--- src/rtl/mbp_update_gen_pkg.sv ---
// rtl/mbp_update_gen_pkg.sv - shared predictor metadata and update types for mbp_update_gen
package mbp_update_gen_pkg;

    localparam int unsigned VLEN = 32;

    typedef struct packed {
        logic lbp_valid;
        logic lbp_taken;
        logic gbp_valid;
        logic gbp_taken;
    } bp_metadata_t;

    localparam int unsigned META_W = $bits(bp_metadata_t);

    typedef struct packed {
        logic              valid;
        logic [VLEN-1:0]   pc;
        logic              taken;
        bp_metadata_t      metadata;
    } bht_update_t;

    localparam int unsigned UPDATE_W = $bits(bht_update_t);

    // One queued prediction: the pc it was made for and what each predictor said.
    typedef struct packed {
        logic [VLEN-1:0]   pc;
        bp_metadata_t      metadata;
    } meta_entry_t;

    localparam int unsigned ENTRY_W = $bits(meta_entry_t);

    function automatic bp_metadata_t mbp_meta_pack(
        input logic lbp_valid,
        input logic lbp_taken,
        input logic gbp_valid,
        input logic gbp_taken
    );
        bp_metadata_t m;
        m.lbp_valid = lbp_valid;
        m.lbp_taken = lbp_taken;
        m.gbp_valid = gbp_valid;
        m.gbp_taken = gbp_taken;
        return m;
    endfunction

endpackage

--- src/rtl/mbp_meta_fifo.sv ---
// rtl/mbp_meta_fifo.sv - in-order FIFO of prediction metadata with wrap-bit pointers
module mbp_meta_fifo
    import mbp_update_gen_pkg::*;
#(
    parameter int unsigned DEPTH = 8,
    localparam int unsigned AW   = $clog2(DEPTH)
) (
    input  logic               clk_i,
    input  logic               rst_i,
    input  logic               clear_i,
    input  logic               push_i,
    input  logic [ENTRY_W-1:0] push_entry_i,
    input  logic               pop_i,
    output logic [ENTRY_W-1:0] head_o,
    output logic               full_o,
    output logic               empty_o,
    output logic [AW:0]        count_o
);

    logic [ENTRY_W-1:0] r_mem [DEPTH];
    logic [AW:0]        r_wr_ptr;
    logic [AW:0]        r_rd_ptr;
    logic               w_do_push;
    logic               w_do_pop;

    assign full_o  = (r_wr_ptr[AW] != r_rd_ptr[AW]) && (r_wr_ptr[AW-1:0] == r_rd_ptr[AW-1:0]);
    assign empty_o = (r_wr_ptr == r_rd_ptr);
    assign count_o = r_wr_ptr - r_rd_ptr;
    assign head_o  = r_mem[r_rd_ptr[AW-1:0]];

    assign w_do_push = push_i && !full_o && !clear_i;
    assign w_do_pop  = pop_i && !empty_o;

    // Clear wins over everything, so a pop that coincides with it just lands on the reset pointers.
    always_ff @(posedge clk_i) begin
        if (rst_i) begin
            r_wr_ptr <= '0;
            r_rd_ptr <= '0;
        end else if (clear_i) begin
            r_wr_ptr <= '0;
            r_rd_ptr <= '0;
        end else begin
            if (w_do_push) begin
                r_wr_ptr <= r_wr_ptr + (AW+1)'(1);
            end
            if (w_do_pop) begin
                r_rd_ptr <= r_rd_ptr + (AW+1)'(1);
            end
        end
    end

    always_ff @(posedge clk_i) begin
        if (w_do_push && !rst_i) begin
            r_mem[r_wr_ptr[AW-1:0]] <= push_entry_i;
        end
    end

endmodule

--- src/rtl/mbp_update_gen.sv ---
// rtl/mbp_update_gen.sv - pairs resolved branches with queued prediction metadata and issues
// one registered predictor update per in-order resolve.
module mbp_update_gen
    import mbp_update_gen_pkg::*;
#(
    parameter int unsigned DEPTH = 8,
    localparam int unsigned CW   = $clog2(DEPTH) + 1
) (
    input  logic                clk_i,
    input  logic                rst_i,
    input  logic                flush_i,
    input  logic                debug_mode_i,
    input  logic                push_valid_i,
    output logic                push_ready_o,
    input  logic [VLEN-1:0]     push_pc_i,
    input  logic [META_W-1:0]   push_metadata_i,
    input  logic                resolve_valid_i,
    input  logic [VLEN-1:0]     resolve_pc_i,
    input  logic                resolve_taken_i,
    input  logic                resolve_mispred_i,
    output logic [UPDATE_W-1:0] bht_update_o,
    output logic [CW-1:0]       count_o,
    output logic                error_o
);

    logic [ENTRY_W-1:0] w_head_raw;
    meta_entry_t        w_head;
    meta_entry_t        w_push_entry;
    logic               w_full;
    logic               w_empty;
    logic               w_pc_eq;
    logic               w_match;
    logic               w_mismatch;
    logic               w_error;
    logic               w_clear;
    logic               w_push;
    bht_update_t        r_update;
    logic               r_error;

    assign w_push_entry.pc       = push_pc_i;
    assign w_push_entry.metadata = bp_metadata_t'(push_metadata_i);
    assign w_head                = meta_entry_t'(w_head_raw);

    assign push_ready_o = !w_full;
    assign w_push       = push_valid_i && !w_full;

    assign w_pc_eq    = (w_head.pc == resolve_pc_i);
    assign w_match    = resolve_valid_i && !w_empty && w_pc_eq;
    assign w_mismatch = resolve_valid_i && !w_empty && !w_pc_eq;
    assign w_error    = resolve_valid_i && (w_empty || !w_pc_eq);

    // A mismatch or mispredict means everything behind the head is wrong-path state.
    assign w_clear = flush_i || w_mismatch || (w_match && resolve_mispred_i);

    mbp_meta_fifo #(
        .DEPTH (DEPTH)
    ) u_fifo (
        .clk_i        (clk_i),
        .rst_i        (rst_i),
        .clear_i      (w_clear),
        .push_i       (w_push),
        .push_entry_i (w_push_entry),
        .pop_i        (w_match),
        .head_o       (w_head_raw),
        .full_o       (w_full),
        .empty_o      (w_empty),
        .count_o      (count_o)
    );

    always_ff @(posedge clk_i) begin
        if (rst_i) begin
            r_update <= '0;
            r_error  <= 1'b0;
        end else begin
            r_error <= w_error;
            if (w_match) begin
                r_update.valid    <= !debug_mode_i;
                r_update.pc       <= w_head.pc;
                r_update.taken    <= resolve_taken_i;
                r_update.metadata <= w_head.metadata;
            end else begin
                r_update <= '0;
            end
        end
    end

    assign bht_update_o = r_update;
    assign error_o      = r_error;

endmodule

--- config.mk ---
export PLATFORM = sky130hd
export DESIGN_NAME = mbp_update_gen
export DESIGN_NICKNAME = d
export VERILOG_FILES = /design/src/rtl/mbp_update_gen_pkg.sv /design/src/rtl/mbp_meta_fifo.sv /design/src/rtl/mbp_update_gen.sv
export SDC_FILE = /design/constraint.sdc
export NUM_CORES = 1
export LEC_CHECK = 0
export ABC_CLOCK_PERIOD_IN_PS = 11200
export CAP_MARGIN = 20
export CORE_MARGIN = 2
export CORE_UTILIZATION = 35
export CTS_BUF_LIST = sky130_fd_sc_hd__clkbuf_4 sky130_fd_sc_hd__clkbuf_8
export CTS_CLUSTER_DIAMETER = 80
export CTS_CLUSTER_SIZE = 14
export DETAILED_ROUTE_END_ITERATION = 10
export PLACE_DENSITY = 0.53
export REMOVE_ABC_BUFFERS = 1
export SYNTH_ARGS = -nofsm -noshare
export SYNTH_HDL_FRONTEND = slang
export SYNTH_SLANG_ARGS = --single-unit
export TNS_END_PERCENT = 30
--- constraint.sdc ---
create_clock -name clk_i -period 11.2 [get_ports clk_i]
set_input_delay 2.24 -clock clk_i [delete_from_list [all_inputs] [get_ports clk_i]]
set_output_delay 2.24 -clock clk_i [all_outputs]
set_load 0.02 [all_outputs]
# Word-level counts from Yosys, hierarchy flattened

Memories as Yosys holds them, arrays and structs flattened. A register that Yosys moved wholly into a read port is not among the register bits.
Cells that the tools add are included.

$add $sub $neg: 3
Equal/unequal tests: 4
Multiplexer cells: 4
Bitwise logic cells: 1
Reductions and logical operators: 22

Operator list:

| kind                | count |
|---|---|
| $eq 32x32->1        | 1 |
| $logic_and 1x1->1   | 11 |
| $add 4x1->4 const B | 2 |
| $logic_not 1->1     | 6 |
| $mux 3              | 2 |
| $eq 4x4->1          | 1 |
| $reduce_or 2->1     | 2 |
| $sub 4x4->4         | 1 |
| $eq 3x3->1          | 1 |
| $logic_or 1x1->1    | 3 |
| $mux 1              | 2 |
| $ne 1x1->1          | 1 |
| $not 1->1           | 1 |

Bits in registers: 47
Memory bits (writable): 288
Input port bits: 76
Output and inout port bits: 44
Logic and storage cells: 45
Memories: 1

Memories:

| memory       | words | width | read ports | clocked after memory_dff | wr ports | RTL line            | text |
|---|---|---|---|---|---|---|---|
| u_fifo.r_mem | 8     | 36    | 1          | 1                        | 1        | mbp_meta_fifo.sv:20 | `logic [ENTRY_W-1:0] r_mem [DEPTH];` |

# Logic depth before layout (Yosys ltp)

Word-level depth: 11
Gate-level depth with buffers: 13
Mapped depth without buffers: 8

# Cells and area by module

From an unflattened synthesis, not the netlist that was laid out.

Cell total of the unflattened synthesis: 674
Area, all modules: 13,475.4 µm²

Modules (own cells, without submodules):

| module         | times used | cells an instance | area an instance (µm²) |
|---|---|---|---|
| mbp_meta_fifo  | 1          | 494               | 11,726.2 |
| mbp_update_gen | 1          | 180               | 1,749.2 |

# Worst setup path before layout

Ideal clock, no wire load.

Path kind: input port to flip-flop
Start point: input resolve_pc_i[22]
End point: memory u_fifo.r_mem[5][0] in the netlist's numbering, enable pin
Library setup time: 0.532 ns
Arrival time: 7.033 ns
Data required time: 10.668 ns
Slack: 3.635 ns
Stages: 7
Cell sequence: xor2_1 > nand4_1 > nor4_1 > and4_1 > buf_4 > a31oi_2 > nor4b_1

Cells in the longest elaborated chain, start to end: 10
Elaborated cells between the ends (all ways): 12
Classes of those cells: 1 x eq/ne; 2 x mux; 9 x reduce/logical

Ends and longest elaborated chain:

| item                           | RTL line             | text |
|---|---|---|
| start: declaration             | mbp_update_gen.sv:18 | `input logic [VLEN-1:0] resolve_pc_i,` |
| $eq 32x32->1 *                 | mbp_update_gen.sv:47 | `assign w_pc_eq = (w_head.pc == resolve_pc_i);` |
| $logic_not 1->1                | mbp_update_gen.sv:49 | `assign w_mismatch = resolve_valid_i && !w_empty && !w_pc_eq;` |
| $logic_and 1x1->1              | mbp_update_gen.sv:49 |  |
| $logic_or 1x1->1               | mbp_update_gen.sv:53 | `assign w_clear = flush_i \|\| w_mismatch \|\| (w_match && resolve_mispred_i);` |
| $logic_or 1x1->1 *             | mbp_update_gen.sv:53 |  |
| $logic_not 1->1 *              | mbp_meta_fifo.sv:31  | `assign w_do_push = push_i && !full_o && !clear_i;` |
| $logic_and 1x1->1 *            | mbp_meta_fifo.sv:31  |  |
| $logic_and 1x1->1 *            | mbp_meta_fifo.sv:53  | `if (w_do_push && !rst_i) begin` |
| $mux 1 *                       | mbp_meta_fifo.sv:53  |  |
| $mux 1 (not written as such) * | mbp_meta_fifo.sv:54  | `r_mem[r_wr_ptr[AW-1:0]] <= push_entry_i;` |
| end: declaration               | mbp_meta_fifo.sv:20  |  |

Every way passes the cells marked *; elsewhere a longest branch is shown, timed or not.

==> run_results.csv <==
group,metric,value,unit
timing,hold-worst-slack,0.537,ns
synth,yosys-mux-area-fraction,0.143,
synth,synth_top_area_cell,"sky130_fd_sc_hd__edfxtp_1",
clocking,cts.reportedPaths.clkPinSlew,0.09,ns
timing,max_freq,176,MHz
setup_path,crit_arrival,5.94,ns
synth,synth_largest_type_area_fraction,0.669,
cells_and_area,drive_above_1_share,0.179,
timing,worst_slew_pin_slew,1.04,ns
worst_hold_path,min-delay-start,"u_fifo.r_rd_ptr[3]",
cells_and_area,seq_area,0.00966,sq mm
synth,dominant_combinational_cell_family_by_area_after_synthesis,"multiplexers",
synth,post-synth-top-count-cell,"sky130_fd_sc_hd__edfxtp_1",
timing,final.setup.tns,0,ns
cells_and_area,antenna_cells,0,
status,outcome,"finished, final reports clean",
grt,grt_pass1_wl,41.4,mm
floorplanning,fp.dieW,196,um
timing,finalHoldViolCount,0,
setup_path,timing.rr.end,"u_fifo.r_mem[7][9]",
pwr,vdd_drop_max,0.0974,mV
clocking,clock_tree_buf_depth,3,
synth,synthSimpleGateAreaFrac,0.0399,
timing,timing.final.crit_share,0.508,
drt,route.final.wire_length,27.4,mm
drt,firstDrtPassIters,4,
synth,netlist_area,0.0129,sq mm
setup_path,timing.critical_path.from_type,"flop",
place,dpl.hpwl,16.5,mm
setup_path,crit_path_max_fanout,40,
synth,synth_top_cells_by_area,"sky130_fd_sc_hd__edfxtp_1 (67%), sky130_fd_sc_hd__mux4_2 (9.6%), sky130_fd_sc_hd__dfxtp_1 (7.7%), sky130_fd_sc_hd__mux2i_1 (3.7%), sky130_fd_sc_hd__xor2_1 (1.8%)",
cells_and_area,finalNetCount,888,
synth,synth_adder_area_share,0.00639,
setup_path,setup_crit_end_kind,"flop",
timing,fin_skew,0.0262,ns
synth,synth_cell_types,51,
cells_and_area,multi_input_area,0.00308,sq mm
cells_and_area,fill_count,3258,
grt,antenna_found_initial,0,
drt,drc,0,
clocking,cts.sink_count,338,
setup_path,critPathRequiredTime,11.45,ns
place,place_inst,1244,
clocking,post_cts_resized,0,
floorplanning,std_cell_rows,70,
timing,setup_viol,0,
clocking,cts_hold_buf,0,
pwr,static_leakage,4.86,nW
synth,synth_compound_area_frac,0.0191,
worst_hold_path,hold_crit_class,"reg -> reg",
clocking,cts_root_buffer,"sky130_fd_sc_hd__clkbuf_8",
floorplanning,placeableCoreArea,0.0365,sq mm
grt,globalRoute.totalOverflow,0,
clocking,postCtsSetupBuffers,0,
floorplanning,fp.dieArea,0.0385,sq mm
setup_path,criticalPathCategory,"reg -> reg",
floorplanning,initial_core_util,0.354,
synth,synth.top_cells.by_count,"sky130_fd_sc_hd__edfxtp_1 (288), sky130_fd_sc_hd__mux4_2 (55), sky130_fd_sc_hd__dfxtp_1 (50)",
cells_and_area,instances_no_fill,1296,
clocking,cts_htree_levels,1,
flow_run,timing.max_cap.violations,0,
drt,drt_iter0_markers,412,
timing,timing.final.max_slew_violations,0,
synth,synth-edff-count,288,
synth,post_synth_xor_area_fraction,0.0251,
drt,vias,6362,
drt,vias_per_cell,4.91,
cells_and_area,area_delta_synth_final,18.0,%
synth,synthesis_warnings,0,
pwr,pwr_density_cell,141,mW/mm^2
place,globalplace.congestion,0.705,
worst_hold_path,hold_end,"u_fifo.r_rd_ptr[3]",
timing,grt_setup_unrepaired,"false",
drt,routedWlPerCell,21.2,um
clocking,cts_tree,"done",
timing,max-slew-margin-rel,0.302,
synth,yosysSeqAreaShare,0.747,
setup_path,worst-r2r-cell-count,10,
pwr,post-layout-total-power,2.15,mW
synth,dominantRegCellSynth,"sky130_fd_sc_hd__edfxtp_1",
timing,finalWorstPathRequiredPeriod,5.69,ns
grt,first_global_vias,6712,
synth,synth-seq-cells,338,
clocking,cts_inserted_buffers,28,
setup_path,timing.reg2reg.setup_slack,5.51,ns
drt,ant_nets,0,
grt,grt_util_all_layers,0.144,
worst_hold_path,hold_path_depth,1,
floorplanning,die-height,196,um
place,portBuffers,119,
synth,syn-instance-count,672,
synth,synth-async-reset-ratio,0,
floorplanning,io_pins,120,
synth,synth.avg_cell_area,19.2,sq um
clocking,clock_latency_on_the_worst_skew_pair,0.60,ns
grt,grt_max_degree,41,
==> cell families (layout without fill, tap and decap cells) <==
| family | count (synthesis) | in the layout |
|---|---|---|
| adders and majority gates | 6 | 6 |
| xor gates and xnor gates | 37 | 37 |
| and+or+nand+nor | 100 | 100 |
| muxes | 115 | 115 |
| DFF | 338 | 338 |
| buffers and inverters | 42 | 198 |
| AOI/OAI and AO/OA | 34 | 34 |
==> through the flow <==
step | cell area, sq um | setup WS [ns] | util
finish | 15200 | 5.51 | 0.418
CTS | 15200 | 5.16 | 0.418
global placement | 14700 | 4.83 | 0.402
floorplan | 12700 | 2.49 | -
detailed placement | 14700 | 4.82 | 0.402
global route | 15200 | 5.05 | 0.418
==> final cells by class <==
cell class,instances,area share
clock buffer,50,0.0365
clock inverter,2,0.00131
inverter,13,0.00320
multi-input combinational,292,0.202
sequential,338,0.633
tap,468,0.0384
timing repair buffer,133,0.0850
==> layer usage <==
layer,track usage,wire length [um]
met1,0.199,12600
met2,0.243,13300
met4,0.0269,417
met3,0.0213,1030
met5,0,0
==> power breakdown <==
group,internal [mW],switching (mW)
Combinational,0.0357,0.0372
Sequential,1.37,0.00158
Clock,0.314,0.399
==> state kept, by name, summed over array words and instances, names as in the netlist, named ones only <==
register and count:
u_fifo.r_mem 288, bht_update_o 38, u_fifo.r_rd_ptr 4, u_fifo.r_wr_ptr 4, error_o 1
==> worst max path at each step <==
stage | endpoint | slack [ns] | startpoint | depth (start not counted)
detailed placement | u_fifo.r_mem[7][10] | 4.82 | resolve_pc_i[6] | 7
floorplan | u_fifo.r_mem[5][0] | 2.49 | flop | 8
global route | u_fifo.r_mem[7][16] | 5.05 | flop | 10
CTS | u_fifo.r_mem[7][14] | 5.16 | flop | 10
finish | u_fifo.r_mem[7][9] | 5.51 | flop | 10
global placement | u_fifo.r_mem[7][10] | 4.83 | resolve_pc_i[7] | 7
==> worst max-delay path, cell delays in order, from the launching register on <==
cell,delay [ns]
sky130_fd_sc_hd__dfxtp_4,0.75
sky130_fd_sc_hd__buf_4,0.65
sky130_fd_sc_hd__mux2i_1,0.18
sky130_fd_sc_hd__a22oi_1,0.28
sky130_fd_sc_hd__o221ai_1,0.34
sky130_fd_sc_hd__xnor2_1,0.22
sky130_fd_sc_hd__nor4_1,0.65
sky130_fd_sc_hd__and4_1,0.61
sky130_fd_sc_hd__a31oi_2,0.48
sky130_fd_sc_hd__nor2_4,0.64
sky130_fd_sc_hd__buf_4,0.46
==> cell usage in the layout (no fill, tap or decap), types with 2 or more instances in the layout <==
cell type and instances:
sky130_fd_sc_hd__o221ai_1 2, sky130_fd_sc_hd__nor4_1 3, sky130_fd_sc_hd__a21oi_1 3, sky130_fd_sc_hd__nand2b_1 2, sky130_fd_sc_hd__mux4_2 55, sky130_fd_sc_hd__edfxtp_1 288
sky130_fd_sc_hd__inv_1 12, sky130_fd_sc_hd__clkbuf_4 21, sky130_fd_sc_hd__nor3_1 2, sky130_fd_sc_hd__clkdlybuf4s50_1 119, sky130_fd_sc_hd__xor2_1 27, sky130_fd_sc_hd__o21ai_1 2
sky130_fd_sc_hd__dfxtp_4 2, sky130_fd_sc_hd__clkbuf_8 29, sky130_fd_sc_hd__a22oi_1 6, sky130_fd_sc_hd__xnor2_1 10, sky130_fd_sc_hd__a221oi_1 2, sky130_fd_sc_hd__mux2i_1 48
sky130_fd_sc_hd__mux2_2 12, sky130_fd_sc_hd__nor4b_2 2, sky130_fd_sc_hd__nand4_1 6, sky130_fd_sc_hd__nand3_1 6, sky130_fd_sc_hd__nor2_1 46, sky130_fd_sc_hd__nor2b_1 3
sky130_fd_sc_hd__o211ai_1 2, sky130_fd_sc_hd__ha_1 5, sky130_fd_sc_hd__dfxtp_1 47, sky130_fd_sc_hd__nor4_4 3, sky130_fd_sc_hd__o22ai_1 2, sky130_fd_sc_hd__nand2_1 14
sky130_fd_sc_hd__or3_1 2, sky130_fd_sc_hd__and4_1 3, sky130_fd_sc_hd__o21ai_0 5, sky130_fd_sc_hd__and3_1 2, sky130_fd_sc_hd__buf_4 14
(Power assumes the default switching activity.)
